**src/rtl/fetch_pkg.sv**
```systemverilog
// Shared encodings for the fetch sequencer: FSM states and branch-type selects.
// Optional build macro: FETCH_PERF_CNT_EN (adds performance counters to fetch_sequencer).
package fetch_pkg;

  typedef enum logic [2:0] {
    ST_BOOT  = 3'd0,
    ST_RUN   = 3'd1,
    ST_STALL = 3'd2,
    ST_FLUSH = 3'd3,
    ST_HALT  = 3'd4
  } state_t;

  localparam logic [1:0] BR_COND   = 2'b00;
  localparam logic [1:0] BR_UNCOND = 2'b01;
  localparam logic [1:0] BR_LINK   = 2'b10;
  localparam logic [1:0] BR_REG    = 2'b11;

  // Branch-type select from the decoder flags; several set -> reg > link > uncond > cond.
  function automatic logic [1:0] br_sel(input logic is_reg, input logic is_link,
                                        input logic is_uncond);
    if (is_reg)         return BR_REG;
    else if (is_link)   return BR_LINK;
    else if (is_uncond) return BR_UNCOND;
    else                return BR_COND;
  endfunction

endpackage

```
**src/rtl/fetch_flush_timer.sv**
```systemverilog
// Loadable down-counter that sets the length of the post-branch FLUSH phase.
// done is high while the current FLUSH cycle is the last one (count <= 1).
module fetch_flush_timer #(
  parameter int W = 2
) (
  input  logic         clk,
  input  logic         reset,
  input  logic         load,
  input  logic         dec,
  input  logic [W-1:0] value,
  output logic         done
);

  logic [W-1:0] count;

  // Load on a taken branch, otherwise count down while flushing.
  always_ff @(posedge clk or posedge reset) begin
    if (reset)                       count <= '0;
    else if (load)                   count <= value;
    else if (dec && count != '0)     count <= count - W'(1);
  end

  assign done = (count <= W'(1));

endmodule

```
**src/rtl/fetch_sequencer.sv**
```systemverilog
// Instruction-fetch control FSM: advance / hold / redirect / freeze the PC and
// steer the IF/ID register. Branch and enable outputs are combinational from
// state and ID inputs so the datapath can use them in the same cycle.
// Optional build macro: FETCH_PERF_CNT_EN adds perf_taken / perf_stall counters.
module fetch_sequencer
  import fetch_pkg::*;
#(
  parameter int FLUSH_CYCLES = 1,
  parameter int CNT_W        = 16
) (
  input  logic             clk,
  input  logic             reset,
  input  logic             id_valid,
  input  logic             id_is_cond,
  input  logic             id_is_uncond,
  input  logic             id_is_link,
  input  logic             id_is_reg,
  input  logic             cond_flag,
  input  logic             load_use_stall,
  input  logic             halt_i,
  input  logic             resume_i,
  output logic             pc_we,
  output logic             if_id_we,
  output logic             if_id_flush,
  output logic             br_taken,
  output logic [1:0]       branch_type,
  output logic             reg_branch,
  output logic             link_we,
  output logic             halted,
`ifdef FETCH_PERF_CNT_EN
  output logic [CNT_W-1:0] perf_taken,
  output logic [CNT_W-1:0] perf_stall,
`endif
  output logic [2:0]       state_o
);

  localparam logic [1:0] FLUSH_LOAD = 2'(FLUSH_CYCLES - 1);

  state_t state, nxt;
  logic   taken, tmr_load, tmr_dec, tmr_done;

  assign taken = id_is_uncond | id_is_link | id_is_reg | (id_is_cond & cond_flag);

  fetch_flush_timer #(.W(2)) u_timer (
    .clk   (clk),
    .reset (reset),
    .load  (tmr_load),
    .dec   (tmr_dec),
    .value (FLUSH_LOAD),
    .done  (tmr_done)
  );

  // Next-state and same-cycle datapath controls; everything forced low while reset is held.
  always_comb begin
    nxt         = state;
    pc_we       = 1'b0;
    if_id_we    = 1'b0;
    if_id_flush = 1'b0;
    br_taken    = 1'b0;
    branch_type = BR_COND;
    reg_branch  = 1'b0;
    link_we     = 1'b0;
    tmr_load    = 1'b0;
    tmr_dec     = 1'b0;
    case (state)
      ST_BOOT: begin
        if_id_flush = 1'b1;
        nxt         = ST_RUN;
      end
      ST_RUN: begin
        pc_we    = 1'b1;
        if_id_we = 1'b1;
        if (id_valid) begin
          if (halt_i) begin
            pc_we    = 1'b0;
            if_id_we = 1'b0;
            nxt      = ST_HALT;
          end else if (load_use_stall) begin
            pc_we    = 1'b0;
            if_id_we = 1'b0;
            nxt      = ST_STALL;
          end else if (taken) begin
            br_taken    = 1'b1;
            if_id_flush = 1'b1;
            branch_type = br_sel(id_is_reg, id_is_link, id_is_uncond);
            reg_branch  = id_is_reg;
            link_we     = id_is_link;
            tmr_load    = 1'b1;
            nxt         = (FLUSH_CYCLES > 1) ? ST_FLUSH : ST_RUN;
          end
        end
      end
      ST_STALL: begin
        if (!load_use_stall) begin
          pc_we    = 1'b1;
          if_id_we = 1'b1;
          nxt      = ST_RUN;
        end
      end
      ST_FLUSH: begin
        pc_we       = 1'b1;
        if_id_we    = 1'b1;
        if_id_flush = 1'b1;
        tmr_dec     = 1'b1;
        if (tmr_done) nxt = ST_RUN;
      end
      ST_HALT: begin
        if (resume_i) nxt = ST_RUN;
      end
      default: nxt = ST_BOOT;
    endcase
    if (reset) begin
      pc_we       = 1'b0;
      if_id_we    = 1'b0;
      if_id_flush = 1'b0;
      br_taken    = 1'b0;
      branch_type = BR_COND;
      reg_branch  = 1'b0;
      link_we     = 1'b0;
      tmr_load    = 1'b0;
      tmr_dec     = 1'b0;
    end
  end

  // State register.
  always_ff @(posedge clk or posedge reset) begin
    if (reset) state <= ST_BOOT;
    else       state <= nxt;
  end

  assign halted  = (state == ST_HALT);
  assign state_o = state;

`ifdef FETCH_PERF_CNT_EN
  // Saturating counters: taken branches, and cycles with the PC held outside BOOT.
  always_ff @(posedge clk or posedge reset) begin
    if (reset) begin
      perf_taken <= '0;
      perf_stall <= '0;
    end else begin
      if (br_taken && perf_taken != '1)
        perf_taken <= perf_taken + CNT_W'(1);
      if (!pc_we && state != ST_BOOT && perf_stall != '1)
        perf_stall <= perf_stall + CNT_W'(1);
    end
  end
`endif

endmodule

```
**config.mk**
```make
export PLATFORM = sky130hd
export DESIGN_NAME = fetch_sequencer
export DESIGN_NICKNAME = d
export VERILOG_FILES = /design/src/rtl/fetch_pkg.sv /design/src/rtl/fetch_flush_timer.sv /design/src/rtl/fetch_sequencer.sv
export SDC_FILE = /design/constraint.sdc
export NUM_CORES = 1
export LEC_CHECK = 0
export ABC_CLOCK_PERIOD_IN_PS = 6000
export CORE_AREA = 2 2 39 41
export CTS_CLUSTER_DIAMETER = 40
export DETAILED_ROUTE_END_ITERATION = 7
export DIE_AREA = 0 0 41 43
export GPL_ROUTABILITY_DRIVEN = 0
export PLACE_DENSITY_LB_ADDON = 0.1
export SETUP_SLACK_MARGIN = 0.3
export SLEW_MARGIN = 20
export SYNTH_ARGS = -nofsm -noshare
export SYNTH_HDL_FRONTEND = slang
export SYNTH_SLANG_ARGS = --single-unit
```
**constraint.sdc**
```tcl
create_clock -name clk -period 6 [get_ports clk]
set_input_delay 1.8 -clock clk [delete_from_list [all_inputs] [get_ports clk]]
set_output_delay 1.8 -clock clk [all_outputs]
set_load 0.01 [all_outputs]
```
### Word-level counts from Yosys, hierarchy flattened

Index checks and enable logic that the tools add are counted.

| word-level totals | value |
|---|---|
| memories | 0 |
| flip-flop bits (word level) | 5 |
| memory bits (read-only) | 0 |
| RAM bits | 0 |
| bits in latches | 0 |

| cells by class | value |
|---|---|
| add/sub/neg operators | 1 |
| reduce and logical (&&, ||, !) cells | 6 |
| divide/modulo/power cells | 0 |
| multiplexer cells | 46 |
| bitwise gates (word level) | 4 |
| multipliers | 0 |
| shift-type cells | 0 |
| $lt $le $gt $ge | 1 |
| equality and inequality tests | 9 |

Operators by type and width:

| kind | number |
|---|---|
| $mux W1 | 26 |
| $mux W3 | 7 |
| $mux W2 | 10 |
| $pmux W3 S5 | 1 |
| $ne A2 B2 Y1 const B | 4 |
| $eq A3 B2 Y1 const B | 2 |
| $reduce_and A5 Y1 | 1 |
| $ne A4 B4 Y1 const B | 1 |
| $reduce_bool A2 Y1 | 2 |
| $eq A3 B1 Y1 const B | 1 |
| $eq A3 B3 Y1 const B | 1 |
| $logic_not A3 Y1 | 1 |
| $or A1 B1 Y1 | 3 |
| $pmux W1 S3 | 1 |
| $le A2 B1 Y1 const B | 1 |
| $pmux W1 S2 | 1 |
| $reduce_or A2 Y1 | 1 |
| $sub A2 B1 Y2 const B | 1 |
| $and A1 B1 Y1 | 1 |
| $logic_and A1 B1 Y1 | 1 |

### Longest topological paths before layout

| depth | value |
|---|---|
| word-level depth | 10 |
| gate-level depth with buffers | 5 |

### Cells and area by module

Synthesis repeated with hierarchy kept, for this count alone.

| second synthesis, totals | value |
|---|---|
| cells, all modules | 59 |
| area total of the unflattened synthesis | 481.7 um2 |

By module, submodules not included:

| module | area each (um2) | sequential area each (um2) | instances | cells an instance |
|---|---|---|---|---|
| fetch_sequencer | 327.8 | 75.1 | 1 | 44 |
| fetch_flush_timer | 153.9 | 50.0 | 1 | 15 |

### Least setup slack after synthesis

No wires, ideal clock.

| timing | value |
|---|---|
| path kind | input to output |
| start point | input port load_use_stall |
| end point | output port branch_type[0] |
| path slack | 1.494 ns |
| stages | 3 |
| arrival time | 2.706 ns |
| required time | 4.200 ns |
| cell sequence | or2_2 -> or3_1 -> nor2_1 |

| on the way | value |
|---|---|
| cells in the longest elaborated chain, start to end | 5 |

Ends and longest elaborated chain:

| item | RTL line | text |
|---|---|---|
| start, declared | fetch_sequencer.sv:19 | `input logic load_use_stall,` |
| $mux W2 | fetch_sequencer.sv:78 | `end else if (load_use_stall) begin` |
| $mux W2 | fetch_sequencer.sv:74 | `if (halt_i) begin` |
| $mux W2 | fetch_sequencer.sv:73 | `if (id_valid) begin` |
| $mux W2 | fetch_sequencer.sv:65 | `case (state)` |
| $mux W2 | fetch_sequencer.sv:112 | `if (reset) begin` |
| end, declared | fetch_sequencer.sv:26 | `output logic [1:0] branch_type,` |

No other way between the ends.

### Worst setup path in the final report

| timing | value |
|---|---|
| start point | input port id_is_reg |
| end point | output port if_id_flush |

| on the way | value |
|---|---|
| cells in the longest elaborated chain, start to end | 8 |

Ends and longest elaborated chain:

| item | RTL line | text |
|---|---|---|
| start, declared | fetch_sequencer.sv:17 | `input logic id_is_reg,` |
| $or A1 B1 Y1 (2 in a row) | fetch_sequencer.sv:42 | `assign taken = id_is_uncond \| id_is_link \| id_is_reg \| (id_is_cond & cond_flag);` |
| $mux W1 | fetch_sequencer.sv:82 | `end else if (taken) begin` |
| $mux W1 | fetch_sequencer.sv:78 |  |
| $mux W1 | fetch_sequencer.sv:74 |  |
| $mux W1 | fetch_sequencer.sv:73 |  |
| $pmux W1 S2 | fetch_sequencer.sv:65 |  |
| $mux W1 | fetch_sequencer.sv:112 |  |
| end, declared | fetch_sequencer.sv:24 | `output logic if_id_flush,` |

No other way between the ends.

==> flow_results.org <==
** Outcome
- The flow ran to the end, and the final reports show no timing, DRC or antenna violations.

** Worst setup path
- In this design, the critical path's most frequently occurring cell is sky130_fd_sc_hd__clkdlybuf4s50_1.
- STA puts the critical path data required time at 4.20 ns.
- STA classifies the critical path startpoint as an input pin.
- Worst path buffer plus inverter count :: 2
- Worst setup startpoint :: id_is_reg
- Cell family contributing the most delay on the critical path :: buffers and inverters
- Critical-path cell with the highest stage delay :: sky130_fd_sc_hd__a2111oi_1
- Crit path cell chain :: clkdlybuf4s50_1 > a2111oi_1 > nor3_1 > o31a_1 > clkdlybuf4s50_1
- Critical-path maximum fanout :: 4
- Critical Setup Path Class :: in -> out
- CP Capture Type :: output port
- In this run the critical register-to-register path is launched from state_o[2]$_DFFE_PP0P_.
- Maximum cell stage delay along the critical path :: 0.59 ns
- STA puts the critical path data arrival time at 3.69 ns.

** Global route
- Global-route wire length before repair :: 1773 um
- Entering global routing, the biggest net connects 12 pins.
- GRT Residual Overflow :: 0
- Number of antenna violations at the first check in global routing :: 0
- For this run, the total global-route usage over all layers was measured as 14.82%.
- Number of global-route vias before repair :: 442

** Floorplan
- Die Area :: 0.001763 mm^2
- In this run the standard cell core region covers 0.001384 mm^2.
- Width of the chip :: 41 um
- Io pins :: 23
- Initial Util :: 33.27%
- The die is 43 um tall.
- Site Rows :: 14

** Drt
- Dividing the detail-routed wire length by the instance count gives 11.67 um.
- The routed layout has 475 vias.
- The first detailed-routing pass took 2 iterations.
- Detail Route Antenna Nets :: 0
- After detailed routing, the total wire length is 1120 um.
- Violation count after the first detailed-routing iteration :: 5
- # DRC :: 0
- In the routed layout, each cell is associated on average with a via count of 4.948.

** Finish
- Summing all multi-input logic gate instances after layout gives 286.5 um^2.
- Count of fill cells added during filler insertion :: 143
- Final core occ :: 50.63%
- Number of nets at the end of the flow :: 94
- Sequential standard cell area :: 125.1 um^2
- Once layout is done, the placed cells without fillers occupy 700.7 um^2.
- Layout Area Growth over Synthesis :: 52.17%
- Proportion of layout cells with a drive suffix above 1 :: 8.750%
- The repair_antennas step left the layout with diodes totalling 0.

** Place
- Worst-case setup slack after placement :: 0.4777 ns
- Post-detail-place hpwl :: 882.9 um
- Instance area at placement :: 674.4 um^2
- IO Port Bufs :: 22

** Min path
- Hold path startpoint :: state_o[2]$_DFFE_PP0P_
- In this run the worst hold path is classified as reg -> reg.

** CTS
- Clock tree from TritonCTS :: built
- Sinks on the clock net :: 5
- Number of buffers between clock root and the deepest sink :: 2
- Num CTS Buffers :: 3
- The number of gates resized after CTS was 0.
- Post-CTS repair timing setup buffer count :: 0
- Clock Latency Late Sink :: 0.24 ns
- CTS built an H-tree with a depth of 1.
- Clock-pin slew on the worst setup and hold paths :: 0.04 ns
- In this run the clock root is driven by a sky130_fd_sc_hd__clkbuf_4.
- After clock tree synthesis, the flow added hold-fix buffers numbering 0.

** Timing
- Final-report setup violation count :: 0
- Worst-margin pin slew :: 0.5775 ns
- Fin. Hold Viols :: 0
- Period minus WS final :: 5.491 ns
- Clock skew on the completed layout was measured at 0.002752 ns.
- The worst pin sits at a relative slew slack of 61.40%.
- RSZ-0062 raised after global routing :: no
- Adding up every negative setup slack in the final design gives 0 ns.
- Upper clock frequency limit :: 182.1 MHz
- Fin. max-slew vios :: 0
- Period utilization :: 91.52%
- Worst path setup slack after routing :: 0.5088 ns

** Logic synthesis
- Summed instance area of the synthesized netlist :: 460.4 um^2
- When the netlist entered floorplanning its net count stood at 71.
- Synthesis produced 58 cells.
- A synthesized cell averages 7.939 um^2.
- During synthesis, Yosys emitted a total of 0 warnings.
- Sequential area share after synthesis :: 27.17%
- In this run, distinct cell masters in the synthesized netlist total 29.
- Counting flops and latches in the post-synthesis netlist gives 5.

** Run
- MaxCap Viol Count :: 0

** Power and ir drop
- Power per standard cell area :: 289.9 mW/mm^2
- Registers are responsible for 31.9% of the overall power.
- VDD IR-drop max :: 0.2297 mV
- Pleak :: 0.2785 nW
- The analysis attributes to net switching a power of 0.00007663 W.
- Total power of the final layout :: 0.0002031 W
- Internal power :: 0.0001265 W
- Sw Share :: 37.72%
- Part of the total power dissipated in the clock network :: 19.0%
- Relative contribution of combinational cells to total power :: 49.2%
==> path summary, 6_finish.rpt <==
path	to	slack, ns	cells past startpoint
min in group asynchronous	u_timer.count[0]$_DFFE_PP0P_	1.86	2
setup / recovery	if_id_flush	0.51	5
hold reg to reg	state_o[1]$_DFFE_PP0P_	0.55	1
setup reg to reg	u_timer.count[1]$_DFFE_PP0P_	4.51	3
max in group asynchronous	state_o[2]$_DFFE_PP0P_	3.96	2
hold / removal	state_o[1]$_DFFE_PP0P_	0.55	1
==> flip-flops by register name, summed over array words and instances, names as in the netlist <==
register,cells
state_o,3
u_timer.count,2
==> stage by stage <==
step                      hold WS [ns]  std cells
after floorplan                 0.5133         58
after global placement          0.5410         92
after detailed placement        0.5375         92
after CTS                       0.5427         96
after global routing            0.5683         96
final                           0.5506         96
==> cells by family (layout without fill, tap and decap cells) <==
family	count (synthesis)	count (layout)	share of synthesized area, %
fa+ha+maj	2	2	5.434
buf+inv	10	32	10.60
compound gates	15	15	21.74
flops	5	5	27.17
simple gates	26	26	35.06
==> placed cells by master, fill, tap and decap left out, drive strengths merged, types with 2 or more instances in the layout <==
| master | synthesis | final |
|---|---|---|
| dfrtp | 5 | 5 |
| inv | 6 | 6 |
| nor2 | 7 | 7 |
| or4 | 2 | 2 |
| or2 | 2 | 2 |
| or3 | 2 | 2 |
| o21ai | 2 | 2 |
| clkdlybuf4s50 | 0 | 22 |
| a21oi | 7 | 7 |
| ha | 2 | 2 |
| nor2b | 3 | 3 |
| clkbuf | 2 | 4 |
| nand2 | 3 | 3 |
| o31ai | 2 | 2 |
==> worst reg2reg max path, stage by stage, from the launching register on <==
cell and delay, ns:
sky130_fd_sc_hd__dfrtp_1 0.44, sky130_fd_sc_hd__or2_1 0.34, sky130_fd_sc_hd__or4_1 0.50, sky130_fd_sc_hd__a21oi_1 0.15
==> final cells by class <==
type	instances	share of cell area, %
Tap cell	16	2.857
Clock buffer	4	3.750
Inverter	6	3.214
Sequential cell	5	17.86
Multi-Input combinational cell	43	40.89
Timing Repair Buffer	22	31.43
==> layer usage <==
| metal | part of all wire (%) | vias up | GRT usage (%) |
|---|---|---|---|
| li1 | - | 247 | - |
| met1 | 48 | 213 | 18.57 |
| met2 | 47 | 15 | 21.56 |
| met3 | 5.4 | 0 | 7.853 |
| met4 | 0 | 0 | 4.000 |
| met5 | 0 | - | 0 |
==> power groups by stage <==
stage / Sequential (W) / Clock, W / Combinational, W
after CTS: 0.0000647 / 0.0000407 / 0.000101
after detailed placement: 0.0000650 / 0 / 0.000100
after global routing: 0.0000670 / 0.0000449 / 0.000112
after global placement: 0.0000654 / 0 / 0.0000996
after floorplan: 0.0000561 / 0 / 0.0000676
final: 0.0000648 / 0.0000385 / 0.0000999
==> Yosys cell counts <==
library cell                count  share of area, %
sky130_fd_sc_hd__o21bai_1       1               1.6
sky130_fd_sc_hd__nor2b_1        3               4.1
sky130_fd_sc_hd__a2111oi_1      1               2.2
sky130_fd_sc_hd__nor3b_1        1               1.6
sky130_fd_sc_hd__a21oi_2        1               1.9
sky130_fd_sc_hd__nor2_1         7               5.7
sky130_fd_sc_hd__nor4_2         1               2.7
sky130_fd_sc_hd__a21oi_1        6               6.5
sky130_fd_sc_hd__or2_2          1               1.4
sky130_fd_sc_hd__clkbuf_1       2               1.6
sky130_fd_sc_hd__o31a_1         1               1.9
sky130_fd_sc_hd__or2_1          1               1.4
sky130_fd_sc_hd__or4_4          1               2.4
sky130_fd_sc_hd__ha_1           2               5.4
sky130_fd_sc_hd__o21ai_0        2               2.2
sky130_fd_sc_hd__nand4bb_1      1               2.4
sky130_fd_sc_hd__dfrtp_1        5                27
sky130_fd_sc_hd__nor3_1         1               1.1
sky130_fd_sc_hd__nand2_1        3               2.4
sky130_fd_sc_hd__buf_6          1               2.4
sky130_fd_sc_hd__nand2b_1       1               1.4
sky130_fd_sc_hd__o31ai_1        2               3.3
sky130_fd_sc_hd__buf_4          1               1.6
sky130_fd_sc_hd__a2bb2o_1       1               2.2
sky130_fd_sc_hd__inv_1          6               4.9
sky130_fd_sc_hd__nor4bb_1       1               2.2
sky130_fd_sc_hd__or4_1          1               1.6
sky130_fd_sc_hd__nand4b_1       1               1.9
sky130_fd_sc_hd__or3_1          2               2.7
Note: power is estimated with default switching activity, not from simulation.
